$ cat config.mk
export PLATFORM = sky130hd
export DESIGN_NAME = syn_fgyrus_butter_feeder
export DESIGN_NICKNAME = d
export VERILOG_FILES = /design/src/rtl/syn_fgyrus_pkg.sv /design/src/rtl/syn_fgyrus_addr_gen.sv /design/src/rtl/syn_fgyrus_butter_feeder.sv
export SDC_FILE = /design/constraint.sdc
export NUM_CORES = 1
export LEC_CHECK = 0
export CAP_MARGIN = 5
export CELL_PAD_IN_SITES_DETAIL_PLACEMENT = 1
export CELL_PAD_IN_SITES_GLOBAL_PLACEMENT = 2
export CORE_ASPECT_RATIO = 1.75
export CORE_MARGIN = 3
export CORE_UTILIZATION = 30
export CTS_BUF_LIST = sky130_fd_sc_hd__clkbuf_4
export DETAILED_ROUTE_END_ITERATION = 7
export PLACE_DENSITY = 0.79
export SLEW_MARGIN = 20
export SYNTH_ARGS = -nofsm -noshare
export SYNTH_HDL_FRONTEND = slang
export SYNTH_SLANG_ARGS = --single-unit
$ cat constraint.sdc
create_clock -name clk -period 5.7 [get_ports clk]
set_input_delay 0.57 -clock clk [delete_from_list [all_inputs] [get_ports clk]]
set_output_delay 0.57 -clock clk [all_outputs]
set_load 0.01 [all_outputs]
$ cat src/rtl/syn_fgyrus_pkg.sv
// Shared types and helpers for the fgyrus butterfly feeder.
package syn_fgyrus_pkg;

  localparam int DEFAULT_NUM_SAMPLES_LOG2 = 7;

  // Internal working width for address arithmetic; callers truncate.
  localparam int ADDR_MAX_W = 16;
  localparam logic [ADDR_MAX_W-1:0] ADDR_ONE = 1;

  typedef enum logic [2:0] {
    IDLE,
    READ_A,
    READ_B,
    DRAIN,
    WAIT_WB,
    DONE
  } fsm_state_t;

  typedef struct packed {
    logic [ADDR_MAX_W-1:0] addr_a;
    logic [ADDR_MAX_W-1:0] addr_b;
    logic [ADDR_MAX_W-1:0] twdl_addr;
  } bfly_addr_t;

  // Operand and twiddle addresses of butterfly k in stage s of an
  // in-place radix-2 DIT transform with 2^n_log2 points.
  function automatic bfly_addr_t bfly_addr(input logic [4:0]            stage,
                                           input logic [ADDR_MAX_W-1:0] bfly,
                                           input logic [4:0]            n_log2);
    bfly_addr_t            r;
    logic [ADDR_MAX_W-1:0] span;
    logic [ADDR_MAX_W-1:0] pos;
    logic [ADDR_MAX_W-1:0] grp;
    span        = ADDR_ONE << stage;
    pos         = bfly & (span - ADDR_ONE);
    grp         = bfly >> stage;
    r.addr_a    = (grp << (stage + 5'd1)) | pos;
    r.addr_b    = r.addr_a + span;
    r.twdl_addr = pos << (n_log2 - 5'd1 - stage);
    return r;
  endfunction

endpackage

$ cat src/rtl/syn_fgyrus_addr_gen.sv
// Combinational butterfly address generation from (stage, butterfly).
module syn_fgyrus_addr_gen
  import syn_fgyrus_pkg::*;
#(
  parameter int NUM_SAMPLES_LOG2 = DEFAULT_NUM_SAMPLES_LOG2,
  parameter int STAGE_W          = $clog2(NUM_SAMPLES_LOG2)
) (
  input  logic [STAGE_W-1:0]          stage_i,
  input  logic [NUM_SAMPLES_LOG2-2:0] bfly_i,
  output logic [NUM_SAMPLES_LOG2-1:0] addr_a_o,
  output logic [NUM_SAMPLES_LOG2-1:0] addr_b_o,
  output logic [NUM_SAMPLES_LOG2-2:0] twdl_addr_o
);

  bfly_addr_t addrs;
  logic       unused_addr_bits;

  assign addrs = bfly_addr(5'(stage_i), ADDR_MAX_W'(bfly_i), 5'(NUM_SAMPLES_LOG2));

  // Truncate to the port widths; upper bits of the working width are dropped.
  assign addr_a_o    = addrs.addr_a[NUM_SAMPLES_LOG2-1:0];
  assign addr_b_o    = addrs.addr_b[NUM_SAMPLES_LOG2-1:0];
  assign twdl_addr_o = addrs.twdl_addr[NUM_SAMPLES_LOG2-2:0];

  assign unused_addr_bits = ^addrs;

endmodule

$ cat src/rtl/syn_fgyrus_butter_feeder.sv
// Stage/butterfly sequencer feeding operands and twiddles to the FFT butterfly.
module syn_fgyrus_butter_feeder
  import syn_fgyrus_pkg::*;
#(
  parameter int SAMPLE_W         = 32,
  parameter int TWDL_W           = 10,
  parameter int NUM_SAMPLES_LOG2 = DEFAULT_NUM_SAMPLES_LOG2,
  parameter int RAM_RD_DELAY     = 2
) (
  input  logic                        clk,
  input  logic                        rst,
  input  logic                        fft_start,
  output logic                        fft_busy,
  output logic                        fft_done,
  input  logic                        stage_wb_done,
  output logic                        sample_rd_en,
  output logic [NUM_SAMPLES_LOG2-1:0] sample_rd_addr,
  input  logic [SAMPLE_W-1:0]         sample_rd_real,
  input  logic [SAMPLE_W-1:0]         sample_rd_im,
  output logic [NUM_SAMPLES_LOG2-2:0] twdl_rd_addr,
  input  logic [TWDL_W-1:0]           twdl_rd_real,
  input  logic [TWDL_W-1:0]           twdl_rd_im,
  output logic [SAMPLE_W-1:0]         sample_a_real,
  output logic [SAMPLE_W-1:0]         sample_a_im,
  output logic [SAMPLE_W-1:0]         sample_b_real,
  output logic [SAMPLE_W-1:0]         sample_b_im,
  output logic [TWDL_W-1:0]           twdl_real,
  output logic [TWDL_W-1:0]           twdl_im,
  output logic                        samples_rdy
);

  localparam int STAGE_W = $clog2(NUM_SAMPLES_LOG2);
  localparam int BFLY_W  = NUM_SAMPLES_LOG2 - 1;
  localparam int DRAIN_W = $clog2(RAM_RD_DELAY + 1);
  localparam logic [STAGE_W-1:0] LAST_STAGE = STAGE_W'(NUM_SAMPLES_LOG2 - 1);
  localparam logic [BFLY_W-1:0]  LAST_BFLY  = '1;
  localparam logic [DRAIN_W-1:0] LAST_DRAIN = DRAIN_W'(RAM_RD_DELAY - 1);

  fsm_state_t         state_q, state_d;
  logic [STAGE_W-1:0] stage_q, stage_d;
  logic [BFLY_W-1:0]  bfly_q, bfly_d;
  logic [DRAIN_W-1:0] drain_q, drain_d;
  logic               wb_flag_q, wb_flag_d;

  logic [RAM_RD_DELAY-1:0] pipe_valid_q;
  logic [RAM_RD_DELAY-1:0] pipe_is_b_q;

  logic                        rd_issue;
  logic                        rd_is_b;
  logic [NUM_SAMPLES_LOG2-1:0] addr_a;
  logic [NUM_SAMPLES_LOG2-1:0] addr_b;
  logic [NUM_SAMPLES_LOG2-2:0] twdl_addr;
  logic                        a_return;
  logic                        b_return;

  syn_fgyrus_addr_gen #(
    .NUM_SAMPLES_LOG2(NUM_SAMPLES_LOG2),
    .STAGE_W         (STAGE_W)
  ) u_addr_gen (
    .stage_i    (stage_q),
    .bfly_i     (bfly_q),
    .addr_a_o   (addr_a),
    .addr_b_o   (addr_b),
    .twdl_addr_o(twdl_addr)
  );

  // FSM and sequencing counters.
  always_ff @(posedge clk or posedge rst) begin
    if (rst) begin
      state_q   <= IDLE;
      stage_q   <= '0;
      bfly_q    <= '0;
      drain_q   <= '0;
      wb_flag_q <= 1'b0;
    end else begin
      state_q   <= state_d;
      stage_q   <= stage_d;
      bfly_q    <= bfly_d;
      drain_q   <= drain_d;
      wb_flag_q <= wb_flag_d;
    end
  end

  // Next state, read issue and status outputs.
  always_comb begin
    state_d   = state_q;
    stage_d   = stage_q;
    bfly_d    = bfly_q;
    drain_d   = drain_q;
    wb_flag_d = wb_flag_q;
    rd_issue  = 1'b0;
    rd_is_b   = 1'b0;
    fft_busy  = 1'b1;
    fft_done  = 1'b0;
    unique case (state_q)
      IDLE: begin
        fft_busy = 1'b0;
        if (fft_start) begin
          state_d   = READ_A;
          stage_d   = '0;
          bfly_d    = '0;
          wb_flag_d = 1'b0;
        end
      end
      READ_A: begin
        rd_issue = 1'b1;
        state_d  = READ_B;
      end
      READ_B: begin
        rd_issue = 1'b1;
        rd_is_b  = 1'b1;
        if (bfly_q == LAST_BFLY) begin
          state_d = DRAIN;
          drain_d = '0;
          // Write-back may finish the stage while our last reads are in flight.
          if (stage_wb_done) wb_flag_d = 1'b1;
        end else begin
          bfly_d  = bfly_q + BFLY_W'(1);
          state_d = READ_A;
        end
      end
      DRAIN: begin
        if (stage_wb_done) wb_flag_d = 1'b1;
        if (drain_q == LAST_DRAIN) state_d = WAIT_WB;
        else drain_d = drain_q + DRAIN_W'(1);
      end
      WAIT_WB: begin
        // Same-cycle pulse counts so the next stage starts one cycle later.
        if (wb_flag_q || stage_wb_done) begin
          wb_flag_d = 1'b0;
          if (stage_q == LAST_STAGE) begin
            state_d = DONE;
          end else begin
            stage_d = stage_q + STAGE_W'(1);
            bfly_d  = '0;
            state_d = READ_A;
          end
        end
      end
      DONE: begin
        fft_busy = 1'b0;
        fft_done = 1'b1;
        state_d  = IDLE;
      end
      default: state_d = IDLE;
    endcase
  end

  // Read port drive; addresses idle at zero outside the read states.
  always_comb begin
    sample_rd_en   = rd_issue;
    sample_rd_addr = '0;
    twdl_rd_addr   = '0;
    if (state_q == READ_A) begin
      sample_rd_addr = addr_a;
      twdl_rd_addr   = twdl_addr;
    end else if (state_q == READ_B) begin
      sample_rd_addr = addr_b;
    end
  end

  // Tag pipe matching the RAM/ROM latency: valid plus A/B marker per read.
  always_ff @(posedge clk or posedge rst) begin
    if (rst) begin
      pipe_valid_q <= '0;
      pipe_is_b_q  <= '0;
    end else begin
      pipe_valid_q[0] <= rd_issue;
      pipe_is_b_q[0]  <= rd_is_b;
      for (int i = 1; i < RAM_RD_DELAY; i++) begin
        pipe_valid_q[i] <= pipe_valid_q[i-1];
        pipe_is_b_q[i]  <= pipe_is_b_q[i-1];
      end
    end
  end

  assign a_return = pipe_valid_q[RAM_RD_DELAY-1] & ~pipe_is_b_q[RAM_RD_DELAY-1];
  assign b_return = pipe_valid_q[RAM_RD_DELAY-1] & pipe_is_b_q[RAM_RD_DELAY-1];

  // Capture returning operands; the strobe follows the B capture.
  always_ff @(posedge clk or posedge rst) begin
    if (rst) begin
      sample_a_real <= '0;
      sample_a_im   <= '0;
      sample_b_real <= '0;
      sample_b_im   <= '0;
      twdl_real     <= '0;
      twdl_im       <= '0;
      samples_rdy   <= 1'b0;
    end else begin
      if (a_return) begin
        sample_a_real <= sample_rd_real;
        sample_a_im   <= sample_rd_im;
        twdl_real     <= twdl_rd_real;
        twdl_im       <= twdl_rd_im;
      end
      if (b_return) begin
        sample_b_real <= sample_rd_real;
        sample_b_im   <= sample_rd_im;
      end
      samples_rdy <= b_return;
    end
  end

endmodule

==> results of run 1 <==
[worst paths after layout]
path / endpoint / depth (start not counted) / slack, ns
worst max-delay path: sample_rd_addr[6] / 16 / 0.33
worst min-delay path: pipe_is_b_q[1]$_DFF_PP0_ / 0 / 0.37
worst max register to register: sample_a_im[13]$_DFFE_PP0P_ / 3 / 3.15
worst min register to register: pipe_is_b_q[1]$_DFF_PP0_ / 0 / 0.37
max in group asynchronous: stage_q[2]$_DFFE_PP0P_ / 3 / 4.03
min in group asynchronous: sample_b_real[22]$_DFFE_PP0P_ / 2 / 0.47
[metal layers]
layer	part of all wire (%)	routed length [µm]	vias up
met2	54	12820	218
met5	0	0	-
met3	5.8	1354	49
met1	36	8436	2979
met4	3.9	918	0
li1	-	-	2633
[metrics by stage]
stage	hold WS (ns)	power [mW]	setup slack [ns]
finish	0.3696	2.203	0.3310
global route	0.3763	2.335	0.04440
CTS	0.3719	2.256	0.03255
detailed placement	0.3412	1.587	0.7843
global placement	0.3335	1.580	0.8747
floorplan	0.3312	1.383	0.5833
[kinds of logic (layout without fill, tap and decap cells)]
family	Yosys count	count (layout)	share of synthesized area, %
compound gates	95	95	8.919
xor+xnor	6	6	0.6936
fa+ha+maj	15	15	2.576
buf+inv	50	314	2.725
flops	168	168	55.49
mux	157	157	23.27
other cells	0	1	0
simple gates	91	91	6.325
[area by class of cell]
class / count / area [µm²]
Multi-Input combinational cell: 364 / 3216
Antenna cell: 1 / 2.502
Tap cell: 312 / 390.4
Sequential cell: 168 / 4205
Fill cell: 2640 / 13970
Clock buffer: 19 / 142.6
Timing Repair Buffer: 264 / 2616
Clock inverter: 13 / 103.9
Inverter: 18 / 72.57
[sequential cells by signal, summed over array words and instances (netlist names), 6 cells and up]
register / flops
twdl_real: 10
sample_a_im: 32
bfly_q: 6
sample_b_real: 32
sample_a_real: 32
sample_b_im: 32
twdl_im: 10
[cell usage in the layout, fill, tap and decap left out, types with 4 or more instances in the layout]
master	n
clkinv_1	7
dfrtp_1	167
a211oi_1	4
nor3_1	8
ha_1	11
o22ai_1	4
a21oi_1	14
a22o_1	4
o21ai_0	23
clkdlybuf4s50_1	252
nor2_1	14
inv_1	13
o31ai_1	8
nand3_1	12
clkbuf_4	19
nand4_1	7
buf_4	11
nand2_1	22
mux2_2	153
xnor2_1	4
mux2i_1	4
nor2b_1	4
[critical path, delay by kind of cell, from the launching register on]
| family | cells | cell delay (ns) |
|---|---|---|
| AOI/OAI and AO/OA | 5 | 1.23 |
| xor gates and xnor gates | 1 | 0.12 |
| adders and majority gates | 2 | 0.55 |
| buffers and inverters | 4 | 0.97 |
| DFF | 1 | 0.48 |
| and+or+nand+nor | 4 | 0.87 |
[power by group through the flow]
stage	combinational, mW	clock [mW]	sequential (mW)
6_report	0.286	0.647	1.27
5_1_grt	0.306	0.750	1.28
4_1_cts	0.293	0.692	1.27
3_5_place_dp	0.292	0	1.29
3_3_place_gp	0.289	0	1.29
2_1_floorplan	0.0639	0	1.32
[timing repair]
item / 4_1_cts / 5_1_grt
buffers inserted: 0 / 1
gates resized for setup: 0 / 10
endpoints found under the setup margin: 0 / 1
==> results.md, run 1 <==
- Largest net degree at the start of global routing: 76
- Seq cells post-synth: 168
- Final Critical Period: 5.369 ns
- Synth cell types: 65
- Startpoint of the worst hold path: pipe_is_b_q[0]$_DFF_PP0_
- Async S/R FF share, synth: 100.0%
- Final max-slew violation count: 0
- Final core occ: 43.48%
- Max-Cap Viols: 0
- Worst path cell trace: buf_4 > nand2b_2 > ha_1 > nor2b_1 > xnor2_1 > o21ai_0 > a222oi_1 > buf_4 > inv_1 > ha_1 > o21a_1 > a2111o_1 > a31o_2 > or4_1 > nand3_1 > clkdlybuf4s50_1
- Num CTS Buffers: 17
- Post-synth EDFFs: 0
- Setup violators final: 0
- Hold Path Class: register to register
- Grt met3 use: 5.055%
- Initial core utilization: 30.64%
- CP Capture Type: output port
- Part of the cycle the worst path needs: 94.19%
- Worst endpoint required time: 5.13 ns
- Buffers added on ports: 252
- Clk Latency, worst-skew pair: 0.59 ns
- Syn_area_per_cell: 13.02 µm²
- PD cells: 204.9 nW/µm²
- Area growth syn-to-layout: 41.88%
- Final Routed Wirelength: 23.53 mm
- Core Box Area: 24,720 µm²
- Post-Place Cell Area: 10,450 µm²
- Post-synth top cells: 168 x dfrtp_1, 153 x mux2_2, 23 x nand2_1, 23 x o21ai_0, 18 x clkbuf_1
- Met1 usage: 17.62%
- Initial antenna violation count: 1
- Fmax: 186.3 MHz
- Share of total power in combinational logic: 13.0%
- CP peak stage delay: 0.54 ns
- GRT busiest layer: met2
- GRT overflow: 0
- Post-Syn Nets: 685
- DRT iter0 DRCs: 201
- Hold Violations, Final: 0
- DRC Markers: 0
- Clk_skew: 0.01604 ns
- Sw power: 0.5577 mW
- Vias in the first global route: 6,303
- Avg Vias per Cell: 5.072
- Clock power frac: 29.3%
- Yosys warnings: 0
- Post-route design area: 10,750 µm²
- Row cnt: 76
- Worst-path maximum fanout: 17
- Final Non-Filler Cells: 1,159
- Global-route wire length before repair: 36.69 mm
- Routed len/inst: 20.30 µm
- Dpl cells: 1,125
- Mapped cell area: 7576 µm²
- Slew margin rel.: 31.26%
- Dpl hpwl: 17.72 mm
- Setup CP Type: register to output port
- Die Area: 27,270 µm²
- Pint: 1.645 mW
- Via count: 5,879
- Clk buf depth: 2
- All-Layer GR Usage: 17.45%
- Die extent in x: 126.1 µm
- Die H: 216.2 µm
- Synth Flop Type: dfrtp_1
- Seq/Total Area, Yosys: 55.49%
- LEAKAGE: 4.438 nW
- Layout cells sized above 1: 24.47%
- Sequential power share: 57.7%
- Status: complete, no violations
- Setup TNS: 0 ns
- Crit Reg-Reg Startpoint: pipe_is_b_q[1]$_DFF_PP0_
- Root buf cell: clkbuf_4
- Clock sink total: 168
- Crit path from: stage_q[2]$_DFFE_PP0P_
- Worst EP arrival: 4.80 ns
- CTS Hold Buffers Added: 0
- Most common cell in the netlist: dfrtp_1
- RSZ-0062 raised after global routing: false
- Startpoint types: register
- Cells after synthesis: 582
- H-Tree Depth: 4
- TritonCTS clock tree: built
- Area leader, netlist: dfrtp_1
- ANT nets after route: 0
- DRT Pass-1 Iters: 4
- Worst-path clk slew: 0.13 ns
- Global-route track usage on met2: 32.39%
- Gp weighted congestion: 0.8844
- Maximum VDD drop: 0.1243 mV
- Post-synth top area share: 55.49%
- Nets: 936
- Synth top area cells: dfrtp_1 55%, mux2_2 23%, ha_1 2.3%
- Slew of the pin with the lowest slew margin: 1.029 ns
- Crit path max-delay cell type: clkdlybuf4s50_1
- Io pins: 253
- Switching part of the total: 25.32%
No activity file was read; power rests on OpenSTA's default activity.
==> run 2, diff against run 1 <==
--- a/config.mk
+++ b/config.mk
@@ -9,7 +9,6 @@
 export CELL_PAD_IN_SITES_DETAIL_PLACEMENT = 1
 export CELL_PAD_IN_SITES_GLOBAL_PLACEMENT = 2
 export CORE_ASPECT_RATIO = 1.75
-export CORE_MARGIN = 3
 export CORE_UTILIZATION = 30
 export CTS_BUF_LIST = sky130_fd_sc_hd__clkbuf_4
 export DETAILED_ROUTE_END_ITERATION = 7
==> results.md, run 2 (same netlist as run 1, synthesis figures left out) <==
- Hold Path End: pipe_valid_q[1]$_DFF_PP0_ (was pipe_is_b_q[1]$_DFF_PP0_)
- Buffers added on ports: 252 (unchanged)
- Reg2Reg Setup Slack: 3.14 ns (was 3.15 ns)
- Final Routed Wirelength: 23.02 mm (was 23.53 mm)
- Largest net degree at the start of global routing: 169 (was 76)
- Setup violators final: 0 (unchanged)
- Initial core utilization: 30.64% (unchanged)
- H-Tree Depth: 4 (unchanged)
- GRT overflow: 0 (unchanged)
- Root buf cell: clkbuf_4 (unchanged)
- Max-Cap Viols: 0 (unchanged)
- Die H: 212.2 µm (was 216.2 µm)
- Avg Vias per Cell: 5.049 (was 5.072)
- All-Layer GR Usage: 18.04% (was 17.45%)
- PD cells: 208.7 nW/µm² (was 204.9 nW/µm²)
- Fill cells: 2,639 (was 2,640)
- Fmax: 184.6 MHz (was 186.3 MHz)
- Startpoint of the worst hold path: pipe_valid_q[0]$_DFF_PP0_ (was pipe_is_b_q[0]$_DFF_PP0_)
- Die Area: 25,920 µm² (was 27,270 µm²)
- Post-route design area: 10,800 µm² (was 10,750 µm²)
- Commonest cells after routing, fill and taps aside: 252 x clkdlybuf4s50_1, 168 x dfrtp_1, 153 x mux2_2 (was 252 x clkdlybuf4s50_1, 167 x dfrtp_1, 153 x mux2_2)
- Status: complete, no violations (unchanged)
- Setup TNS: 0 ns (unchanged)
- Worst-path clk slew: 0.15 ns (was 0.13 ns)
- Layout cells sized above 1: 24.17% (was 24.47%)
- DRC Markers: 0 (unchanged)
- Dpl hpwl: 16.97 mm (was 17.72 mm)
- Worst EP arrival: 4.85 ns (was 4.80 ns)
- R2R depth: 8 (was 3)
- DRT iter0 DRCs: 190 (was 201)
- DRT Pass-1 Iters: 4 (unchanged)
- Row cnt: 76 (unchanged)
- Area growth syn-to-layout: 42.61% (was 41.88%)
- Nets: 937 (was 936)
- Final max-slew violation count: 0 (unchanged)
- Clk_skew: 0.01941 ns (was 0.01604 ns)
- Maximum VDD drop: 0.1082 mV (was 0.1243 mV)
- Clk buf depth: 2 (unchanged)
- Worst R2R End: bfly_q[3]$_DFFE_PP0P_ (was sample_a_im[13]$_DFFE_PP0P_)
- TritonCTS clock tree: built (unchanged)
- ANT nets after route: 0 (unchanged)
- Startpoint types: register (unchanged)
- Clock sink total: 168 (unchanged)
- RSZ-0062 raised after global routing: false (unchanged)
- Part of the cycle the worst path needs: 95.04% (was 94.19%)
- Worst-path maximum fanout: 19 (was 17)
- Depth of the worst hold-timing path: 0 (unchanged)
- Clk Latency, worst-skew pair: 0.59 ns (about the same)
- CTS Hold Buffers Added: 0 (unchanged)
- Final Critical Period: 5.418 ns (was 5.369 ns)
- Gp weighted congestion: 0.9089 (was 0.8844)
- Commonest non-fill, non-tap cell in the layout: clkdlybuf4s50_1 (unchanged)
- Vias in the first global route: 6,000 (was 6,303)
- Post-Place Cell Area: 10,460 µm² (was 10,450 µm²)
- Routed len/inst: 19.86 µm (was 20.30 µm)
- Num CTS Buffers: 17 (unchanged)
- LEAKAGE: 4.466 nW (was 4.438 nW)
- Crit Reg-Reg Startpoint: stage_q[0]$_DFFE_PP0P_ (was pipe_is_b_q[1]$_DFF_PP0_)
- Slew margin rel.: 38.39% (was 31.26%)
- Via count: 5,852 (was 5,879)
- Die extent in x: 122.1 µm (was 126.1 µm)
- Worst endpoint required time: 5.13 ns (about the same)
- Hold Path Class: register to register (unchanged)
- Initial antenna violation count: 2 (was 1)
- Setup CP Type: register to output port (unchanged)
- Slew of the pin with the lowest slew margin: 0.9242 ns (was 1.029 ns)
- Global-route wire length before repair: 34.63 mm (was 36.69 mm)
- Io pins: 253 (unchanged)
- Core Box Area: 24,720 µm² (unchanged)
- Hold Violations, Final: 0 (unchanged)
- CP Capture Type: output port (unchanged)
## run 2: metal layers
layer,vias up,part of all wire [%],global-route usage (%)
met5,-,0.048,0
met4,2,3.3,8.368
met3,38,6.4,5.150
met2,211,53,32.89
met1,2959,37,18.70
li1,2642,-,-
## run 2: worst max-delay path by stage
stage | from | cells after the start | endpoint
floorplan | rst | 1 | bfly_q[0]$_DFFE_PP0P_
global placement | stage_q[0]$_DFFE_PP0P_ | 17 | sample_rd_addr[6]
detailed placement | stage_q[0]$_DFFE_PP0P_ | 17 | sample_rd_addr[6]
CTS | stage_q[0]$_DFFE_PP0P_ | 18 | sample_rd_addr[6]
global route | stage_q[0]$_DFFE_PP0P_ | 18 | sample_rd_addr[6]
finish | stage_q[0]$_DFFE_PP0P_ | 18 | sample_rd_addr[6]
## run 2: critical path, stage by stage (launching register included)
cell and delay (ns):
dfrtp_1 0.40, buf_8 0.18, clkinvlp_4 0.13, ha_4 0.19, nand2b_1 0.16, ha_4 0.18
nor2b_1 0.18, xnor2_1 0.14, o21ai_1 0.11, a222oi_1 0.23, buf_4 0.18, inv_1 0.04
ha_1 0.32, o21a_1 0.14, a2111o_1 0.42, a31o_2 0.20, or4_1 0.40, nand3_1 0.10
clkdlybuf4s50_1 0.54
## run 2: report_power, final
part,internal (mW),total [mW],switching [mW]
Combinational,0.180,0.289,0.108
Sequential,1.24,1.27,0.0257
Clock,0.289,0.696,0.407
Total,1.71,2.25,0.541
## run 2: stage by stage
stage	instances	power (mW)	hold WS, ns	utilization, %	worst slack (ns)
floorplan	582	1.383	0.3312	-	0.5833
global placement	1124	1.582	0.3357	42.30	0.7390
detailed placement	1124	1.589	0.3419	42.30	0.6599
CTS	1154	2.306	0.3765	43.41	0.03041
global route	1158	2.369	0.3973	43.69	0.005809
finish	1159	2.255	0.3717	43.70	0.2825
## run 2: area by class of cell
class,instances,area [µm²],area share [%]
Tap cell,312,390.4,3.613
Inverter,18,76.32,0.7064
Multi-Input combinational cell,364,3222,29.82
Clock inverter,12,136.4,1.262
Clock buffer,17,127.6,1.181
Sequential cell,168,4204,38.91
Timing Repair Buffer,265,2640,24.44
Antenna cell,3,7.507,0.06948
## run 2: timing repair
action,in CTS,in global routing
endpoints found under the setup margin,1,1
gates resized for setup,1,10
setup buffers,1,2
pin swaps,1,1
